**src/rtl/mtncl_net_pkg.sv**
```systemverilog
// Shared constants and types for the binary gate-network front-ends.
package mtncl_net_pkg;

    localparam int unsigned N_BITS = 49;
    localparam int unsigned N_OUT  = 2;
    localparam int unsigned PIX_W  = 8;
    localparam int unsigned IDX_W  = $clog2(N_BITS);

    typedef enum logic [1:0] {
        StLoad,
        StEval,
        StHold
    } loader_state_e;

endpackage

```
**src/rtl/pix_binarizer.sv**
```systemverilog
// Pure threshold compare of one grayscale pixel: bit = (pix >= THRESH).
module pix_binarizer #(
    parameter int unsigned PIX_W  = 8,
    parameter int unsigned THRESH = 128
) (
    input  logic [PIX_W-1:0] pix_data_i,
    output logic             pix_bit_o
);

    localparam logic [PIX_W-1:0] Thresh = PIX_W'(THRESH);

    assign pix_bit_o = (pix_data_i >= Thresh);

endmodule

```
**src/rtl/binary_frame_loader.sv**
```systemverilog
// Collects a binarised pixel frame into the network input vector, lets the network
// settle for EVAL_CYCLES, then offers the captured output over a valid/ready handshake.
module binary_frame_loader
    import mtncl_net_pkg::*;
#(
    parameter int unsigned THRESH      = 128,
    parameter int unsigned EVAL_CYCLES = 1
) (
    input  logic              clk,
    input  logic              rst_n,
    input  logic              pix_valid_i,
    output logic              pix_ready_o,
    input  logic [PIX_W-1:0]  pix_data_i,
    input  logic              pix_last_i,
    output logic [N_BITS-1:0] net_in_o,
    input  logic [N_OUT-1:0]  net_out_i,
    output logic              res_valid_o,
    input  logic              res_ready_i,
    output logic [N_OUT-1:0]  res_bits_o,
    output logic              res_err_o,
    output logic [15:0]       frame_cnt_o
);

    localparam logic [IDX_W-1:0] LastIdx  = IDX_W'(N_BITS - 1);
    localparam logic [3:0]       EvalLoad = 4'(EVAL_CYCLES - 1);

    loader_state_e     state_q, state_d;
    logic [IDX_W-1:0]  idx_q, idx_d;
    logic [3:0]        eval_cnt_q, eval_cnt_d;
    logic [N_BITS-1:0] net_in_q, net_in_d;
    logic              err_q, err_d;
    logic              res_valid_q, res_valid_d;
    logic [N_OUT-1:0]  res_bits_q, res_bits_d;
    logic              res_err_q, res_err_d;
    logic [15:0]       frame_cnt_q, frame_cnt_d;

    logic pix_bit;
    logic pix_accept;
    logic at_last_idx;

    pix_binarizer #(
        .PIX_W  (PIX_W),
        .THRESH (THRESH)
    ) u_binarizer (
        .pix_data_i (pix_data_i),
        .pix_bit_o  (pix_bit)
    );

    assign pix_ready_o = (state_q == StLoad);
    assign pix_accept  = pix_valid_i & pix_ready_o;
    assign at_last_idx = (idx_q == LastIdx);

    always_comb begin
        state_d     = state_q;
        idx_d       = idx_q;
        eval_cnt_d  = eval_cnt_q;
        net_in_d    = net_in_q;
        err_d       = err_q;
        res_valid_d = res_valid_q;
        res_bits_d  = res_bits_q;
        res_err_d   = res_err_q;
        frame_cnt_d = frame_cnt_q;

        unique case (state_q)
            StLoad: begin
                if (pix_accept) begin
                    net_in_d[idx_q] = pix_bit;
                    if (pix_last_i || at_last_idx) begin
                        // Only pix_last landing exactly on the final index is a clean frame.
                        err_d      = ~(pix_last_i & at_last_idx);
                        idx_d      = '0;
                        eval_cnt_d = EvalLoad;
                        state_d    = StEval;
                    end else begin
                        idx_d = idx_q + 1'b1;
                    end
                end
            end
            StEval: begin
                if (eval_cnt_q == 4'd0) begin
                    res_bits_d  = net_out_i;
                    res_err_d   = err_q;
                    res_valid_d = 1'b1;
                    state_d     = StHold;
                end else begin
                    eval_cnt_d = eval_cnt_q - 4'd1;
                end
            end
            StHold: begin
                if (res_ready_i) begin
                    res_valid_d = 1'b0;
                    net_in_d    = '0;
                    idx_d       = '0;
                    err_d       = 1'b0;
                    frame_cnt_d = frame_cnt_q + 16'd1;
                    state_d     = StLoad;
                end
            end
            default: state_d = StLoad;
        endcase
    end

    always_ff @(posedge clk or negedge rst_n) begin
        if (!rst_n) begin
            state_q     <= StLoad;
            idx_q       <= '0;
            eval_cnt_q  <= '0;
            net_in_q    <= '0;
            err_q       <= 1'b0;
            res_valid_q <= 1'b0;
            res_bits_q  <= '0;
            res_err_q   <= 1'b0;
            frame_cnt_q <= '0;
        end else begin
            state_q     <= state_d;
            idx_q       <= idx_d;
            eval_cnt_q  <= eval_cnt_d;
            net_in_q    <= net_in_d;
            err_q       <= err_d;
            res_valid_q <= res_valid_d;
            res_bits_q  <= res_bits_d;
            res_err_q   <= res_err_d;
            frame_cnt_q <= frame_cnt_d;
        end
    end

    assign net_in_o    = net_in_q;
    assign res_valid_o = res_valid_q;
    assign res_bits_o  = res_bits_q;
    assign res_err_o   = res_err_q;
    assign frame_cnt_o = frame_cnt_q;

endmodule

```
**config.mk**
```make
export PLATFORM = sky130hd
export DESIGN_NAME = binary_frame_loader
export DESIGN_NICKNAME = d
export VERILOG_FILES = /design/src/rtl/mtncl_net_pkg.sv /design/src/rtl/pix_binarizer.sv /design/src/rtl/binary_frame_loader.sv
export SDC_FILE = /design/constraint.sdc
export NUM_CORES = 1
export LEC_CHECK = 0
export ABC_AREA = 1
export CAP_MARGIN = 20
export CORE_UTILIZATION = 43
export CTS_BUF_LIST = sky130_fd_sc_hd__clkbuf_8
export DETAILED_ROUTE_END_ITERATION = 12
export PLACE_DENSITY = 0.69
export SLEW_MARGIN = 5
export SYNTH_ARGS = -nofsm -noshare
export SYNTH_HDL_FRONTEND = slang
export SYNTH_SLANG_ARGS = --single-unit
export TNS_END_PERCENT = 30
```
**constraint.sdc**
```tcl
create_clock -name clk -period 1.7 [get_ports clk]
set_input_delay 0.34 -clock clk [delete_from_list [all_inputs] [get_ports clk]]
set_output_delay 0.34 -clock clk [all_outputs]
set_load 0.05 [all_outputs]
```
== Word level (Yosys, flattened, before mapping) ==
Index checks and enable logic that the tools add are counted.
Word-level totals
  latch bits: 0
  logic and storage cells: 65
  memories: 0
  output and inout bits: 70
  bits in writable memories: 0
  bits of input ports: 15
  flip-flop bits (word level): 82
  ROM bits: 0
Cells by class
  reductions and logical operators: 14
  order comparisons: 3
  bitwise logic cells: 3
  $mul: 0
  divide/modulo/power cells: 0
  $add $sub $neg: 3
  equal/unequal tests: 8
  shift-type cells: 0
  muxes and demuxes: 25
Operators by type and width (number)
  $mux 49: 2
  $pmux 49 s2: 1
  $bwmux 49: 1
  $mux 6: 3
  $add 16x1->16 const B: 1
  $mux 4: 3
  $pmux 6 s2: 1
  $reduce_and 4->1: 3
  $ge 8x8->1 const B: 1
  $mux 2: 4
  $pmux 4 s2: 1
  $lt 6x7->1 const B: 1
  $add 6x1->6 const B: 1
  $demux 1 s6: 1
  $eq 6x6->1 const B: 1
  $ge 6x1->1 const B: 1
  $ne 2x2->1 const B: 3
  $pmux 2 s3: 1
  $reduce_and 3->1: 2
  $reduce_bool 2->1: 3
  $mux 1: 5
  $logic_not 4->1: 1
  $ne 2x1->1 const B: 2
  $pmux 1 s2: 2
  other kinds (9): 11

== Longest topological paths before layout ==
  depth after elaboration: 7
  mapped depth: 9
  depth with buffers taken out: 9

== Modules after synthesis ==
From an unflattened synthesis, not the netlist that was laid out.
Second synthesis, totals
  cell total of the unflattened synthesis: 555
  area total of the unflattened synthesis: 4175.3 um^2
By module, submodules not included
  binary_frame_loader: times used 1, cells an instance 554, seq. area each 2052.0 um^2, area an instance 4171.5 um^2
  pix_binarizer: times used 1, cells an instance 1, seq. area each 0.0 um^2, area an instance 3.8 um^2

== Worst setup path before layout ==
Ideal clock, no wire load.
  path type: register -> register
  from: register state_q[0]
  to: register net_in_q[32] (netlist: net_in_o[32])
  period minus slack after synthesis: 1708 ps
  path buffers: 2
  required time: 1581 ps
  data arrival time: 1589 ps
  stages on the path, launching flop included: 9
  setup time: 119 ps
  path slack: -8 ps
  cell sequence: dfrtp_1 nor2_2 nand2_2 nand2_4 buf_6 buf_6 o21ai_1 nand2_1 nand2_1
On the way
  longest elaborated chain between the ends: 4
  elaborated cells on any way between the ends: 8
  those cells by class: eq/ne (3); mux (1); bitwise (1); reduce/logical (3)
RTL lines
  from (decl): RTL line binary_frame_loader.sv:27  | loader_state_e state_q, state_d;
  from (signal assigned): RTL line binary_frame_loader.sv:105  | state_q <= StLoad;
  from (signal assigned): RTL line binary_frame_loader.sv:115  | state_q <= state_d;
  $logic_not 2->1 *: RTL line binary_frame_loader.sv:49  | assign pix_ready_o = (state_q == StLoad);
  named net pix_ready_o: RTL line binary_frame_loader.sv:12  | output logic pix_ready_o,
  $and 1x1->1: RTL line binary_frame_loader.sv:50  | assign pix_accept = pix_valid_i & pix_ready_o;
  $ne 2x1->1 (no source line)
  $reduce_and 3->1 (no source line)
  to (signal assigned): RTL line binary_frame_loader.sv:118  | net_in_q <= net_in_d;
  to (decl): RTL line binary_frame_loader.sv:30  | logic [N_BITS-1:0] net_in_q, net_in_d;
Mark *: on every way through the listed nets, which the timed path passes. The rest lies on a longest branch.
A chain may end at the register's enable or synchronous reset.

== Final worst setup path ==
  from: register idx_q[0]
  to: register net_in_q[46] (netlist: net_in_o[46])
On the way
  longest elaborated chain between the ends: 7
  elaborated cells on any way between the ends: 8
  those cells by class: order compare (2); mux (5); reduce/logical (1)
RTL lines
  from (decl): RTL line binary_frame_loader.sv:28  | logic [IDX_W-1:0] idx_q, idx_d;
  from (signal assigned): RTL line binary_frame_loader.sv:116  | idx_q <= idx_d;
  $lt 6x7->1 (not written as such) or $ge 6x1->1 (tied branches): RTL line binary_frame_loader.sv:67  | net_in_d[idx_q] = pix_bit;
  $logic_and 1x1->1 (not written as such): RTL line binary_frame_loader.sv:67
  $mux 1 (not written as such): RTL line binary_frame_loader.sv:67
  $demux 1 s6 *: RTL line binary_frame_loader.sv:67
  $bwmux 49 *: RTL line binary_frame_loader.sv:67
  $mux 49 *: RTL line binary_frame_loader.sv:66  | if (pix_accept) begin
  $pmux 49 s2 *: RTL line binary_frame_loader.sv:64  | unique case (state_q)
Every way passes the cells marked *; elsewhere a longest branch is shown, timed or not. The select of a mux whose other input is x is not followed.

==> impl_metrics.json <==
{
  "finish.net_count": 667,
  "clkTransAtPathRegs_ps": 90,
  "cts_buffer_depth": 2,
  "dieArea_sq_um": 10200,
  "finalSetupViolCount": 0,
  "finalCriticalPeriod_ps": 1573,
  "htree_levels": 3,
  "hold_violations": 0,
  "drtAntennaViolNets": 0,
  "vias": 3913,
  "drc_errors": 0,
  "dpl-instance-area_sq_um": 5036,
  "status": "finished clean",
  "power.total_mw": 7.191,
  "skew_ps": 7.960,
  "ys_types": 27,
  "grt_pass1_wl_um": 17640,
  "antenna_found_initial": 0,
  "fin_ws_ps": 126.9,
  "grt_use_total_pct": 22.28,
  "rows": 35,
  "ir_drop_mv": 0.7215,
  "multi_input_area_sq_um": 1897,
  "relSlewSlack_pct": 68.97,
  "dp_hpwl_um": 7424,
  "port_buffers": 77,
  "synth_nets": 580,
  "clock_latency_ps": 360,
  "sw_frac_of_total_pct": 44.89,
  "drt_iter0_drc": 227,
  "synthTopCellsByArea": "dfrtp_1 49%, nand2_1 18%, nor2_1 6.6%",
  "fmaxAchievable_mhz": 635.7,
  "grt_overflow": 0,
  "power_frac_seq_pct": 35.3,
  "cts_tree": "built",
  "ys_top_cells_by_count": "199 x nand2_1, 82 x dfrtp_1, 74 x nor2_1",
  "holdWs_ps": 469.8,
  "drive_gt1_share_pct": 18.87,
  "synth-async-reset-ratio_pct": 100.0,
  "synth_edf_count": 0,
  "routed_wl_um": 10490,
  "syn_avg_cell_area_sq_um": 7.527,
  "pre_cts_ws_ps": 0.7393,
  "antenna_cells": 0,
  "cts_root_buf": "clkbuf_8",
  "setup_tns_ps": 0,
  "critical-path-max-stage-delay_ps": 440,
  "p_per_area_nw_per_um2": 1369,
  "regArea_sq_um": 2052,
  "cts-buffers-inserted": 9,
  "synthFlopType": "dfrtp_1",
  "cp_common_cell": "o21ai_1",
  "cp_slowest_cell": "dfrtp_1",
  "dr.pass1.iters": 6,
  "synth_seq_cells": 82,
  "pin_count": 85,
  "postCtsSetupRepairBufs": 0,
  "yosysMostFrequentCell": "nand2_1",
  "cts_resized": 0,
  "worstPathArrival_ps": 1820,
  "grt_max_degree": 43,
  "pwr-share-clk_pct": 20.6,
  "fin_area_sq_um": 5251,
  "coreArea_sq_um": 9371,
  "fillers": 907,
  "holdCritPathClass": "in2async",
  "maxSlewViolCount": 0,
  "crit_path_end_kind": "register",
  "viasPerCell": 5.010,
  "synth_largest_area_cell": "dfrtp_1",
  "netlist_instances": 560,
  "finalCritPeriodShare_pct": 92.54,
  "timing.critical_path.fanout_max": 7,
  "ys_warn_count": 0,
  "die_w_um": 101.0,
  "place_congestion": 0.8733,
  "cp_cell_sequence": "inv_2 > nand3_1 > nor2_1 > o21ai_1 > nand2_1 > o21ai_1",
  "syn_area_sq_um": 4215,
  "cp-start-kind": "register",
  "die_y_um": 101.0,
  "ys_seq_area_share_pct": 48.68,
  "wl_per_cell_um": 13.43,
  "required_ps": 1950,
  "worst_slew_pin_slew_ps": 464.2,
  "grt_pass1_vias": 3588,
  "crit_type": "reg2reg",
  "power_frac_comb_pct": 44.1,
  "intPower_mw": 3.963,
  "fin_util_pct": 56.03,
  "synth_top_cell_area_share_pct": 48.68,
  "area_growth_pct": 24.58,
  "switchingPower_mw": 3.228,
  "p_leak_nw": 2.686,
  "initial_core_util_pct": 44.98,
  "cts_sinks": 82,
  "instances_no_fill": 781,
  "dp_cells": 764,
  "cap_violations": 0,
  "grt_setup_unrepaired": "no"
}
==> state kept, by name (all words and copies together), names as in the netlist <==
signal and cells:
eval_cnt_q 4, err_q 1, frame_cnt_o 16, res_bits_o 2, res_err_o 1, idx_q 6, res_valid_o 1, net_in_o 49
state_q 2
==> critical path: cells and delay by family (launching register included) <==
kind	cells	cell delay [ps]
and+or+nand+nor	3	710
DFF	1	440
AOI/OAI and AO/OA	2	170
buffers and inverters	1	140
==> metal layers <==
metal | routed length [um] | vias up | share of wire [%] | global-route usage, %
li1 | - | 1959 | - | -
met1 | 4986 | 1843 | 48 | 31.05
met2 | 4834 | 98 | 46 | 35.56
met3 | 494 | 13 | 4.7 | 2.566
met4 | 174 | 0 | 1.7 | 8.696
met5 | 0 | - | 0 | 0
==> layout by cell type, fill, tap and decap left out, types with 5 or more instances in the layout <==
cell             instances
inv_2                    7
ha_1                     5
buf_4                   81
nand4_1                  7
nor2_1                  74
clkbuf_8                11
nand3_1                 42
nand2_1                199
buf_12                   5
clkdlybuf4s50_1          6
inv_1                   36
o21ai_0                 36
o21ai_1                 29
dfrtp_1                 82
==> layout make-up <==
class / instances / area share (%)
Sequential cell: 82 / 39.08
Tap cell: 129 / 3.074
Inverter: 42 / 3.002
Multi-Input combinational cell: 419 / 36.12
Clock inverter: 5 / 1.025
Timing Repair Buffer: 93 / 14.82
Clock buffer: 11 / 2.883
==> path summary, 6_finish.rpt <==
path	to	slack, ps	cells after the start	start
setup / recovery	net_in_o[46]	130	6	idx_q[0]
hold / removal	frame_cnt_o[2]	470	2	rst_n
setup reg to reg	net_in_o[46]	130	6	idx_q[0]
hold reg to reg	net_in_o[30]	480	2	net_in_o[30]
max in group asynchronous	net_in_o[7]	740	3	rst_n
min in group clk	net_in_o[30]	480	2	net_in_o[30]
==> power by group through the flow <==
| stage | Combinational (mW) | Sequential [mW] | Clock (mW) |
|---|---|---|---|
| finish | 3.17 | 2.54 | 1.48 |
| global placement | 3.11 | 2.57 | 0 |
| detailed placement | 3.16 | 2.58 | 0 |
| CTS | 3.17 | 2.54 | 1.51 |
| global route | 3.44 | 2.59 | 1.58 |
| floorplan | 1.58 | 3.22 | 0 |
==> cell families after synthesis <==
family / after synthesis / share of synthesized area [%]
AND/OR/NAND/NOR: 333 / 32.62
flip-flops: 82 / 48.68
AO/OA/AOI/OAI: 74 / 9.320
buffers and inverters: 59 / 6.441
XOR/XNOR: 7 / 1.454
adder cells (fa/ha/maj): 5 / 1.484
==> what timing repair did <==
action | 4_1_cts | 5_1_grt
setup endpoints to repair | 0 | 0
endpoints found under the hold margin | 27 | 0
hold buffers | 1 | 0
(Power assumes the default switching activity.)
